<file path="src/rtl/one_to_8_pkg.sv">
// Shared types and constants for the 1-to-8 registered demultiplexer.
package one_to_8_pkg;

    localparam int NCH = 8;
    localparam int W   = 3;

    typedef logic [2:0]   ch_idx_t;
    typedef logic [W-1:0] word_t;

    typedef enum logic {
        MODE_SEL = 1'b0,
        MODE_RR  = 1'b1
    } route_mode_e;

endpackage

</file>
<file path="src/rtl/demux_slot.sv">
// One-entry holding register for a single output channel with valid/ready drain.
module demux_slot #(
    parameter int WIDTH = 3
) (
    input  logic             clk,
    input  logic             rst,
    input  logic             load,
    input  logic [WIDTH-1:0] load_data,
    input  logic             out_ready,
    output logic [WIDTH-1:0] data,
    output logic             valid
);

    logic [WIDTH-1:0] data_q, data_d;
    logic             valid_q, valid_d;

    // A load wins over a drain: the new word replaces the departing one with no bubble.
    always_comb begin
        data_d  = data_q;
        valid_d = valid_q;
        if (load) begin
            data_d  = load_data;
            valid_d = 1'b1;
        end else if (valid_q && out_ready) begin
            valid_d = 1'b0;
        end
    end

    // NOTE: sequential state uses non-blocking assignments so every flop samples pre-edge values.
    always_ff @(posedge clk or posedge rst) begin
        if (rst) begin
            data_q  <= '0;
            valid_q <= 1'b0;
        end else begin
            data_q  <= data_d;
            valid_q <= valid_d;
        end
    end

    assign data  = data_q;
    assign valid = valid_q;

endmodule

</file>
<file path="src/rtl/one_to_8_demux_buf.sv">
// Registered 1-to-8 demultiplexer: explicit or round-robin target, one buffer per channel.
module one_to_8_demux_buf #(
    parameter int W   = 3,
    parameter int NCH = 8
) (
    input  logic           clk,
    input  logic           rst,
    input  logic [W-1:0]   in_data,
    input  logic           in_valid,
    output logic           in_ready,
    input  logic [2:0]     sel,
    input  logic           rr_mode,
    output logic [NCH*W-1:0] out_data,
    output logic [NCH-1:0] out_valid,
    input  logic [NCH-1:0] out_ready,
    output logic [2:0]     rr_ptr
);

    import one_to_8_pkg::ch_idx_t;
    import one_to_8_pkg::route_mode_e;
    import one_to_8_pkg::MODE_RR;

    route_mode_e    mode;
    ch_idx_t        target;
    ch_idx_t        rr_ptr_q, rr_ptr_d;
    logic           accept;
    logic [NCH-1:0] load;

    assign mode   = route_mode_e'(rr_mode);
    assign target = (mode == MODE_RR) ? rr_ptr_q : sel;

    // Ready looks only at the target channel; non-target drains never gate the input.
    assign in_ready = ~out_valid[target] | out_ready[target];
    assign accept   = in_valid & in_ready;

    // NOTE: every always_comb output gets a default first so no latch can be inferred.
    always_comb begin
        load = '0;
        if (accept) begin
            load[target] = 1'b1;
        end
    end

    always_comb begin
        rr_ptr_d = rr_ptr_q;
        if (accept && mode == MODE_RR) begin
            rr_ptr_d = rr_ptr_q + ch_idx_t'(1);
        end
    end

    always_ff @(posedge clk or posedge rst) begin
        if (rst) begin
            rr_ptr_q <= '0;
        end else begin
            rr_ptr_q <= rr_ptr_d;
        end
    end

    assign rr_ptr = rr_ptr_q;

    for (genvar k = 0; k < NCH; k++) begin : g_slot
        demux_slot #(
            .WIDTH(W)
        ) u_slot (
            .clk       (clk),
            .rst       (rst),
            .load      (load[k]),
            .load_data (in_data),
            .out_ready (out_ready[k]),
            .data      (out_data[k*W +: W]),
            .valid     (out_valid[k])
        );
    end

endmodule

</file>
<file path="config.mk">
export PLATFORM = sky130hd
export DESIGN_NAME = one_to_8_demux_buf
export DESIGN_NICKNAME = d
export VERILOG_FILES = /design/src/rtl/one_to_8_pkg.sv /design/src/rtl/demux_slot.sv /design/src/rtl/one_to_8_demux_buf.sv
export SDC_FILE = /design/constraint.sdc
export NUM_CORES = 1
export LEC_CHECK = 0
export CORE_MARGIN = 2
export CORE_UTILIZATION = 45
export DETAILED_ROUTE_END_ITERATION = 8
export MAX_ROUTING_LAYER = met4
export PLACE_DENSITY_LB_ADDON = 0.1
export SLEW_MARGIN = 20
export SYNTH_ARGS = -nofsm -noshare
export SYNTH_HDL_FRONTEND = slang
export SYNTH_HIERARCHICAL = 1
export SYNTH_SLANG_ARGS = --single-unit
</file>
<file path="constraint.sdc">
create_clock -name clk -period 3.4 [get_ports clk]
set_input_delay 0.68 -clock clk [delete_from_list [all_inputs] [get_ports clk]]
set_output_delay 0.68 -clock clk [all_outputs]
set_load 0.01 [all_outputs]
</file>
# == Word-level counts from Yosys, hierarchy flattened ==
# Cells that the tools add are included.
# word_totals
reg_bits,35
input_bits,18
word_cells,65
output_inout_bits,36
# op_classes
n_addsub,1
reduce_logical,18
magnitude_cmp,2
n_mux,24
bitwise_logic,3
# op_table
op,n
$mux W1,19
$reduce_bool A2 Y1,8
$logic_and A1 B1 Y1,10
$mux W8,1
$bmux W1 S3,2
$lt A3 B4 Y1 const B,1
$add A3 B1 Y3 const B,1
$demux W1 S3,1
$ge A3 B1 Y1 const B,1
$mux W3,1
$and A1 B1 Y1,1
$not A1 Y1,1
$or A1 B1 Y1,1

# == Logic depth before layout (Yosys ltp) ==
# Gate-level depths: netlist (run 1).
# depth
ltp_word,8
depth_mapped,8
ltp_nobuf,7

# == By module ==
# Netlist (run 1), hierarchy kept.
# modules_own_cells
mod,cells_per_inst,seq_area_each_um2,instances,area_each_um2
demux_slot,10,100.1,8,150.1
one_to_8_demux_buf,44,75.1,1,421.7

# == Worst setup path before layout (run 1) ==
# OpenSTA, ideal clock, no wires.
# synth_path
path_type,input to register
from,input rr_mode
to,register g_slot[0].u_slot.data_q[0]
slack_ns,0.708
setup_ns,0.125
path_buffers,1
arrival_time_ns,2.567
cell_stages,8
required_ns,3.275
path_cell_list,buf_6 -> mux2i_4 -> mux2i_1 -> o22ai_2 -> o211ai_4 -> nand3_1 -> nor2_1 -> mux2_2
# synth_via
elab_chain_cells,7
elab_cells_between_ends,14
cone_classes,order compare: 2; mux: 8; bitwise: 3; reduce/logical: 1
# synth_lines
item,line,text
from (decl),one_to_8_demux_buf.sv:12,"input logic rr_mode,"
$mux W3 *,one_to_8_demux_buf.sv:30,assign target = (mode == MODE_RR) ? rr_ptr_q : sel;
$bmux W1 S3,one_to_8_demux_buf.sv:33,assign in_ready = ~out_valid[target] | out_ready[target];
$mux W1 (implied by the code),one_to_8_demux_buf.sv:33,
$not A1 Y1,one_to_8_demux_buf.sv:33,
$or A1 B1 Y1 *,one_to_8_demux_buf.sv:33,
named net in_ready,one_to_8_demux_buf.sv:10,"output logic in_ready,"
$and A1 B1 Y1 *,one_to_8_demux_buf.sv:34,assign accept = in_valid & in_ready;
$mux W8 *,one_to_8_demux_buf.sv:39,if (accept) begin
named net load[0],one_to_8_demux_buf.sv:27,logic [NCH-1:0] load;
to (signal assigned),demux_slot.sv:35,data_q <= data_d;
to (decl),demux_slot.sv:14,"logic [WIDTH-1:0] data_q, data_d;"
# The timed path passes the listed nets; every way through them passes the cells marked *. The select of a mux whose other input is x is not followed.
# A chain may end at the register's enable or synchronous reset.

# == Worst setup path in the final report (run 1) ==
# layout_path
from,input rr_mode
to,output in_ready
# layout_via
elab_chain_cells,5
elab_cells_between_ends,7
cone_classes,mux: 5; bitwise: 2
# layout_lines
item,line
$mux W3 *,one_to_8_demux_buf.sv:30
$bmux W1 S3,one_to_8_demux_buf.sv:33
$mux W1 (implied by the code),one_to_8_demux_buf.sv:33
$not A1 Y1,one_to_8_demux_buf.sv:33
$or A1 B1 Y1 *,one_to_8_demux_buf.sv:33
to (decl),one_to_8_demux_buf.sv:10
# Every way passes the cells marked *; elsewhere a longest branch is shown, timed or not. The select of a mux whose other input is x is not followed.

==> metrics.cfg, run 1 <==
[floorplanning]
die_h_um = 64.1
start_util_pct = 47.9
ios = 54
design.core.area_um2 = 3390
die-width_um = 64.1
fp-row-count = 21
dieArea_um2 = 4100

[sta]
tns_ps = 0
layout_setup_ws_ps = 117
worstMarginPinSlew_ps = 407
fmax_ghz = 0.305
slew_violations = 0
fin_crit_sh_pct = 96.6
fin_skew_ps = 2.81
hold_viol_final = 0
rsz0062_at_grt = false
timing.slew.headroom_pct = 72.8
setup_viol = 0
min_period_ps = 3280

[power_and_ir_drop]
finalPower_uw = 1860
pwr-share-comb_pct = 49.2
p_seq_share_pct = 39.0
p_sw_share_pct = 31.5
internal_power_uw = 1270
switching_power_uw = 585
power.density_nw_per_um2 = 794
ir_drop_uv = 477
p_clk_share_pct = 11.7
leakage_uw = 0.00109

[drt]
drt_iter0_drc = 38
vias = 1221
wirelength_um = 3730
ant_nets = 0
wl_per_cell_um = 15.6
dr.pass1.iters = 4
viasPerCell = 5.11
drc = 0

[cts]
clk_root_buffer_cell = clkbuf_4
clock_latency_ps = 320
cts_max_level = 2
cts.clk_slew.worst_paths_ps = 90
cts_tree = done
cts_buffer_depth = 2
cts.sinks = 35
ctsHoldBuffers = 0
cts_made_buffers = 5

[worst_setup_path]
crit_path_frequent_cell = buf_4
r2r_slack_ps = 840
cp_max_fo = 8
endpoint_kind = primary output
crit_family = buffers and inverters
required_ps = 2720
critPathArrivalTime_ps = 2600
cpPeakStageDelay_ps = 540
path_cells = clkdlybuf4s50_1 > buf_4 > and2b_2 > a32oi_1 > buf_4 > o22a_2 > o211ai_4 > dlygate4sd2_1
startpoint_type = input pin
worst-setup-path-type = in2out
slowest_stage = clkdlybuf4s50_1
cp_num_buf_inv = 4

[logic_synthesis]
synth-seq-cells = 35
yosysSeqAreaShare_pct = 54.0
ys_warn_count = 6
synthFlopType = dfrtp_1
synth-edff-count = 0
ys_types = 22
async_reset_ff_share_pct = 100
avgSynthCellArea_um2 = 13.1
syn_nets = 143
syn_area_um2 = 1620
synthCells = 124

[worst_hold_path]
holdCritPathClass = reg2reg

[layout]
fillCellCount = 261
seq_area_um2 = 876
finalNonFillerCells = 239
final_nets = 212
diodes = 0
layout-drive-gt1-share_pct = 30.1
finalInstanceArea_um2 = 2340
multi_input_area_um2 = 668
syn_to_final_growth_pct = 44.0

[place]
place_hpwl_um = 2900
placed_cells = 231
place_ws_ps = -138
dpl-instance-area_um2 = 2270
gp_congestion = 0.836
portBuffers = 53

[grt]
grt_use_total_pct = 20.8
first_global_vias = 1277
grt_max_degree = 11
overflow = 0
antenna_found_initial = 0
grt_pass1_wl_um = 6290

[run_status]
outcome = complete, no violations

[run]
cap_violations = 0

-- per-layer routing --
metal  global-route usage [%]  vias up  routed length, µm
li1                         -      565                  -
met4                     7.34        0                 36
met5                        -        -                  0
met3                     4.05        4                160
met1                     26.4      613               1630
met2                     33.3       39               1910
-- metrics by stage --
stage               hold slack [ps]  util (%)
finish                          512      69.0
global route                    538      69.0
CTS                             517      69.0
detailed placement              495      66.9
global placement                491      66.9
floorplan                       434         -
-- state kept, by name, indices dropped and copies added (netlist names) --
signal	count
g_slot.u_slot/data	24
g_slot.u_slot/valid	8
rr_ptr	3
-- what timing repair did --
action / in CTS / in global routing
setup buffers: 1 / 0
setup endpoints to repair: 1 / 0
gates resized for setup: 2 / 0
-- logic make-up after synthesis --
group	share of synthesized area, %
AO/OA/AOI/OAI	10.5
XOR/XNOR	1.08
adder cells (fa/ha/maj)	0.771
buffers and inverters	5.32
flip-flops	54.0
multiplexers	23.9
AND/OR/NAND/NOR	4.47
-- synth_stat cells, drive strengths merged, types with 2 or more instances --
library cell / n / area share (%)
mux2: 25 / 18
dfrtp: 35 / 54
nor2: 9 / 2.1
mux2i: 9 / 6.3
o22a: 2 / 1.2
a21o: 8 / 4.3
a32oi: 4 / 2.2
o22ai: 2 / 1.5
inv: 20 / 4.6
-- path summary, 6_finish.rpt --
check,start,end,cells past startpoint
hold reg to reg,g_slot[7].u_slot/data[1]$_DFFE_PP0P_,g_slot[7].u_slot/data[1]$_DFFE_PP0P_,1
setup / recovery,rr_mode,in_ready,8
max in group asynchronous,rst,g_slot[0].u_slot/data[2]$_DFFE_PP0P_,2
min in group asynchronous,rst,rr_ptr[2]$_DFFE_PP0P_,2
setup reg to reg,rr_ptr[0]$_DFFE_PP0P_,g_slot[5].u_slot/data[2]$_DFFE_PP0P_,8
hold / removal,g_slot[7].u_slot/data[1]$_DFFE_PP0P_,g_slot[7].u_slot/data[1]$_DFFE_PP0P_,1
-- cell usage in the layout (no fill, tap or decap), types with 2 or more instances in the layout --
cell type,n
a21o_2,8
a32oi_1,3
buf_4,10
clkbuf_4,5
clkdlybuf4s50_1,52
dfrtp_1,35
inv_1,20
mux2_2,24
mux2i_1,8
nor2_1,9
o22ai_2,2
-- power groups by stage --
| stage | sequential, µW | clock, µW | combinational, µW |
|---|---|---|---|
| after global routing | 755 | 246 | 976 |
| after CTS | 729 | 229 | 925 |
| after global placement | 722 | 0 | 898 |
| final | 724 | 218 | 913 |
| after detailed placement | 733 | 0 | 914 |
| after floorplan | 803 | 0 | 326 |
-- cell type report --
type	count	area share [%]
well taps	46	2.46
clock inverters	1	0.214
repair buffers	63	25.9
multi-input cells	68	28.6
clock buffers	6	2.19
inverters	20	3.21
flip-flops and latches	35	37.5
No activity file was read; power rests on OpenSTA's default activity.
==> run 2, diff against run 1 <==
--- a/config.mk
+++ b/config.mk
@@ -9,8 +9,8 @@
 export CORE_UTILIZATION = 45
 export DETAILED_ROUTE_END_ITERATION = 8
 export MAX_ROUTING_LAYER = met4
-export PLACE_DENSITY_LB_ADDON = 0.1
-export SLEW_MARGIN = 20
+export PLACE_DENSITY = 0.79
+export RECOVER_POWER = 100
 export SYNTH_ARGS = -nofsm -noshare
 export SYNTH_HDL_FRONTEND = slang
 export SYNTH_HIERARCHICAL = 1
==> run 2 against run 1 <==
Effect of this change:
- combinational power down 7.9%
- total power decreased by 1.8%
- worst hold slack lost 0.85 ps
- non-clock buffer count decreased by 2
- sequential cell count is the same
- via count decreased by 1.1%
- core utilization down 0.11 points
- sequential share of layout area up 0.060 points
- first-iteration DRC count grew 24%
- critical endpoint unchanged
==> metrics.cfg, run 2 (synthesis results as in run 1) <==
[layout]
finalInstanceArea_um2 = 2330
final_util_pct = 68.8
finalNonFillerCells = 238
final_common_cell = dlygate4sd3_1
final_nets = 210
largest_reg_flops = 24
syn_to_final_growth_pct = 43.8
diodes = 0
layout-drive-gt1-share_pct = 26.6
final_cell_mix = dlygate4sd3_1, dfrtp_1, mux2_2

[power_and_ir_drop]
p_sw_share_pct = 33.0
leakage_uw = 0.00113
p_seq_share_pct = 40.0
p_clk_share_pct = 13.9
finalPower_uw = 1820
internal_power_uw = 1220
ir_drop_uv = 413
pwr-share-comb_pct = 46.2
switching_power_uw = 602
power.density_nw_per_um2 = 781

[worst_setup_path]
r2r_end = g_slot[4].u_slot/data[2]$_DFFE_PP0P_
timing.rr.start = rr_ptr[0]$_DFFE_PP0P_
endpoint_kind = primary output
cp_max_fo = 3
cp_num_buf_inv = 3
critPathArrivalTime_ps = 2470
required_ps = 2720
startpoint_type = input pin
ff2ff_path_depth = 9
cpPeakStageDelay_ps = 540
r2r_slack_ps = 880
path_cells = clkdlybuf4s50_1 > clkbuf_1 > and2b_1 > a32oi_2 > o22ai_1 > o211ai_4 > dlygate4sd2_1
worst-setup-path-type = in2out
worstSetupPathDepth = 7
crit_family = buffers and inverters
slowest_stage = clkdlybuf4s50_1

[drt]
drt_iter0_drc = 47
wirelength_um = 4000
drc = 0
dr.pass1.iters = 4
viasPerCell = 5.08
vias = 1208
ant_nets = 0
wl_per_cell_um = 16.8

[place]
dpl-instance-area_um2 = 2270
gp_congestion = 0.758
portBuffers = 53
placed_cells = 230
place_hpwl_um = 3130

[floorplanning]
ios = 54
fp-row-count = 21
die-width_um = 64.1
design.core.area_um2 = 3390
dieArea_um2 = 4100
die_h_um = 64.1
start_util_pct = 47.9

[sta]
fin_hold_ws_ps = 511
worstMarginPinSlew_ps = 408
slew_violations = 0
fin_crit_sh_pct = 92.5
fmax_ghz = 0.318
timing.slew.headroom_pct = 72.7
hold_viol_final = 0
fin_skew_ps = 3.86
min_period_ps = 3150
setup_viol = 0
rsz0062_at_grt = false

[worst_hold_path]
min_path_cells = 1
holdCritStartpoint = g_slot[2].u_slot/data[2]$_DFFE_PP0P_
hold_end = g_slot[2].u_slot/data[2]$_DFFE_PP0P_
holdCritPathClass = reg2reg

[cts]
cts_made_buffers = 5
cts_tree = done
cts_buffer_depth = 2
cts.sinks = 35
clk_root_buffer_cell = clkbuf_4
clock_latency_ps = 340
cts.clk_slew.worst_paths_ps = 100
ctsHoldBuffers = 0
cts_max_level = 2
post_cts_buffers = 0

[grt]
grt_max_degree = 11
overflow = 0
grt_pass1_wl_um = 6600
antenna_found_initial = 0
grt_use_total_pct = 22.5
first_global_vias = 1346

[run_status]
outcome = complete, no violations

[run]
cap_violations = 0

==> run 2: changes by cell type in the layout (fill, tap and decap cells not counted), sizes merged <==
cell / delta
buf: -4
dlygate4sd3: +36
clkbuf: +4
clkdlybuf4s50: -36
clkinv: -1
==> run 2: timing repair <==
item / CTS / global route
gates resized for setup: 3 / 0
endpoints found under the setup margin: 1 / 0
endpoints found under the hold margin: 0 / 0
==> run 2: worst max-delay path by stage <==
| stage | from | endpoint | slack [ps] |
|---|---|---|---|
| after global routing | rr_mode | g_slot[6].u_slot/data[0]$_DFFE_PP0P_ | 120 |
| after global placement | rr_mode | in_ready | -10 |
| after floorplan | rr_mode | g_slot[0].u_slot/data[0]$_DFFE_PP0P_ | 710 |
| after CTS | rr_mode | in_ready | 230 |
| after detailed placement | rr_mode | in_ready | -70 |
| final | rr_mode | in_ready | 250 |
==> run 2: final cells by class <==
type,instances,area [µm²]
flip-flops and latches,35,876
fillers,254,1060
clock buffers,8,68.8
well taps,46,57.6
inverters,20,75.1
multi-input cells,68,662
repair buffers,61,594
==> run 2: per-stage QoR <==
stage	worst slack, ps	setup TNS (ps)
CTS	232	0
detailed placement	-74.1	-108
global route	117	0
floorplan	708	0
finish	254	0
global placement	-14.6	-14.6
==> run 2: power by group through the flow <==
stage               clock network (µW)  registers (µW)  logic, µW
finish                             253             728        841
global route                       278             754        903
CTS                                258             739        932
detailed placement                   0             744        925
global placement                     0             725        895
floorplan                            0             803        326
==> run 2: routing by layer <==
metal	part of all wire, %	track usage, %
met4	1.8	8.42
met1	43	25.8
met3	5.0	6.16
met2	51	37.6
met5	0	-
==> run 2: worst register-to-register path, stage by stage (launching register included) <==
cell and delay [ps]:
dfrtp_1 460, mux2i_4 190, buf_12 160, mux2i_1 190, o22ai_1 120, o211ai_4 200, clkbuf_1 190, nand3_1 200
nor2_1 330, mux2_2 380
==> run 3, diff against run 2 <==
--- a/config.mk
+++ b/config.mk
@@ -5,11 +5,11 @@
 export SDC_FILE = /design/constraint.sdc
 export NUM_CORES = 1
 export LEC_CHECK = 0
-export CORE_MARGIN = 2
+export CORE_MARGIN = 10
 export CORE_UTILIZATION = 45
 export DETAILED_ROUTE_END_ITERATION = 8
 export MAX_ROUTING_LAYER = met4
-export PLACE_DENSITY = 0.79
+export PLACE_DENSITY_LB_ADDON = 0.1
 export RECOVER_POWER = 100
 export SYNTH_ARGS = -nofsm -noshare
 export SYNTH_HDL_FRONTEND = slang
==> run 3 against run 2 <==
Effect of this change:
- die area grew 56%
- routed wire length up 11%
- design area increased by 0.38%
- maximum frequency shrank 2.1%
- register-to-register slack lost 70 ps
- first-iteration DRC count is 66% higher
- clock power down 14%
==> metrics.cfg, run 3 (synthesis results as in run 1) <==
[cts]
cts.sinks = 35
cts.clk_slew.worst_paths_ps = 100
clock_latency_ps = 340
clk_root_buffer_cell = clkbuf_4
cts_made_buffers = 5
cts_tree = done
cts_max_level = 2
cts_buffer_depth = 2
ctsHoldBuffers = 0

[layout]
final_cell_mix = dlygate4sd3_1, dfrtp_1, mux2_2
diodes = 0
fillCellCount = 274
finalNonFillerCells = 242
largest_reg_flops = 24
final_common_cell = dlygate4sd3_1
final_nets = 214
layout-drive-gt1-share_pct = 29.1
final_util_pct = 68.6
syn_to_final_growth_pct = 44.3

[power_and_ir_drop]
ir_drop_uv = 420
power.density_nw_per_um2 = 771
p_sw_share_pct = 34.0
leakage_uw = 0.00114
p_clk_share_pct = 12.1
pwr-share-comb_pct = 48.0
switching_power_uw = 613
internal_power_uw = 1190
p_seq_share_pct = 39.9

[drt]
viasPerCell = 5.13
wl_per_cell_um = 18.3
wirelength_um = 4430
drt_iter0_drc = 78
ant_nets = 0
drc = 0
vias = 1242
dr.pass1.iters = 4

[worst_setup_path]
endpoint_kind = primary output
crit_path_frequent_cell = buf_4
startpoint_type = input pin
slowest_stage = clkdlybuf4s50_1
cp_num_buf_inv = 4
worst-setup-path-type = in2out
worstSetupPathDepth = 8
ff2ff_path_depth = 9
cp_max_fo = 4
path_cells = clkdlybuf4s50_1 > mux2i_4 > buf_4 > buf_4 > mux2i_1 > o22a_1 > o211ai_4 > dlygate4sd2_1
crit_family = buffers and inverters
required_ps = 2720
critPathArrivalTime_ps = 2530
cpPeakStageDelay_ps = 550

[place]
portBuffers = 53
place_hpwl_um = 3470
placed_cells = 231
gp_congestion = 0.827

[floorplanning]
start_util_pct = 47.5
die_h_um = 80.1
dieArea_um2 = 6410
die-width_um = 80.1
ios = 54
design.core.area_um2 = 3420
fp-row-count = 21

[run_status]
outcome = complete, no violations

[worst_hold_path]
min_path_cells = 1
holdCritPathClass = reg2reg

[grt]
grt_pass1_wl_um = 7200
antenna_found_initial = 0
grt_use_total_pct = 15.2
grt_max_degree = 11
overflow = 0
first_global_vias = 1398

[sta]
fmax_ghz = 0.311
worstMarginPinSlew_ps = 429
fin_crit_sh_pct = 94.6
rsz0062_at_grt = false
slew_violations = 0
hold_viol_final = 0
tns_ps = 0
timing.slew.headroom_pct = 71.3
fin_skew_ps = 6.72
min_period_ps = 3210
setup_viol = 0

[run]
cap_violations = 0

run 3: power groups by stage:
| stage | logic, µW | registers, µW | clock network (µW) |
|---|---|---|---|
| 2_1_floorplan | 326 | 803 | 0 |
| 3_3_place_gp | 916 | 721 | 0 |
| 3_5_place_dp | 937 | 738 | 0 |
| 4_1_cts | 960 | 733 | 219 |
| 5_1_grt | 935 | 748 | 242 |
| 6_report | 868 | 720 | 218 |
run 3: layer usage:
| metal | track usage, % | wire, µm |
|---|---|---|
| met5 | - | 0 |
| met4 | 4.93 | 46 |
| met3 | 5.57 | 241 |
| met2 | 25.1 | 2300 |
| met1 | 16.6 | 1840 |
run 3: metrics by stage:
step | area (µm²) | worst slack, ps | total power [µW] | hold WS [ps]
floorplan | 1620 | 708 | 1130 | 434
global placement | 2270 | -75.0 | 1640 | 492
detailed placement | 2270 | -112 | 1680 | 496
CTS | 2350 | 182 | 1910 | 522
global route | 2340 | 67.5 | 1920 | 527
finish | 2340 | 185 | 1810 | 508
run 3: final cells by class:
type                    count  area [µm²]  area share, %
repair buffers             65         616           26.3
inverters                  20        75.1           3.21
flip-flops and latches     35         876           37.4
clock inverters             1        5.00          0.214
clock buffers               7        45.0           1.92
well taps                  46        57.6           2.46
multi-input cells          68         668           28.5
run 3: repair_timing:
action	CTS	global route
gates resized for setup	3	0
setup endpoints to repair	1	0
buffers inserted	3	0
run 3: final timing paths:
| kind | from | end | slack, ps |
|---|---|---|---|
| worst min register to register | g_slot[5].u_slot/data[0]$_DFFE_PP0P_ | g_slot[5].u_slot/data[0]$_DFFE_PP0P_ | 510 |
| worst max register to register | rr_ptr[0]$_DFFE_PP0P_ | g_slot[7].u_slot/data[0]$_DFFE_PP0P_ | 810 |
| max in group asynchronous | rst | g_slot[6].u_slot/valid$_DFFE_PP0P_ | 2340 |
| min in group asynchronous | rst | rr_ptr[1]$_DFFE_PP0P_ | 880 |
| worst min-delay path | g_slot[5].u_slot/data[0]$_DFFE_PP0P_ | g_slot[5].u_slot/data[0]$_DFFE_PP0P_ | 510 |
| worst max-delay path | rr_mode | in_ready | 190 |
run 3: worst reg2reg max path: stages (launching register included):
cell,delay [ps]
dfrtp_1,460
mux2i_4,170
buf_4,170
mux2i_1,230
o22ai_2,120
o211ai_4,200
clkbuf_1,200
nand3b_1,210
nor2_1,340
mux2_2,390
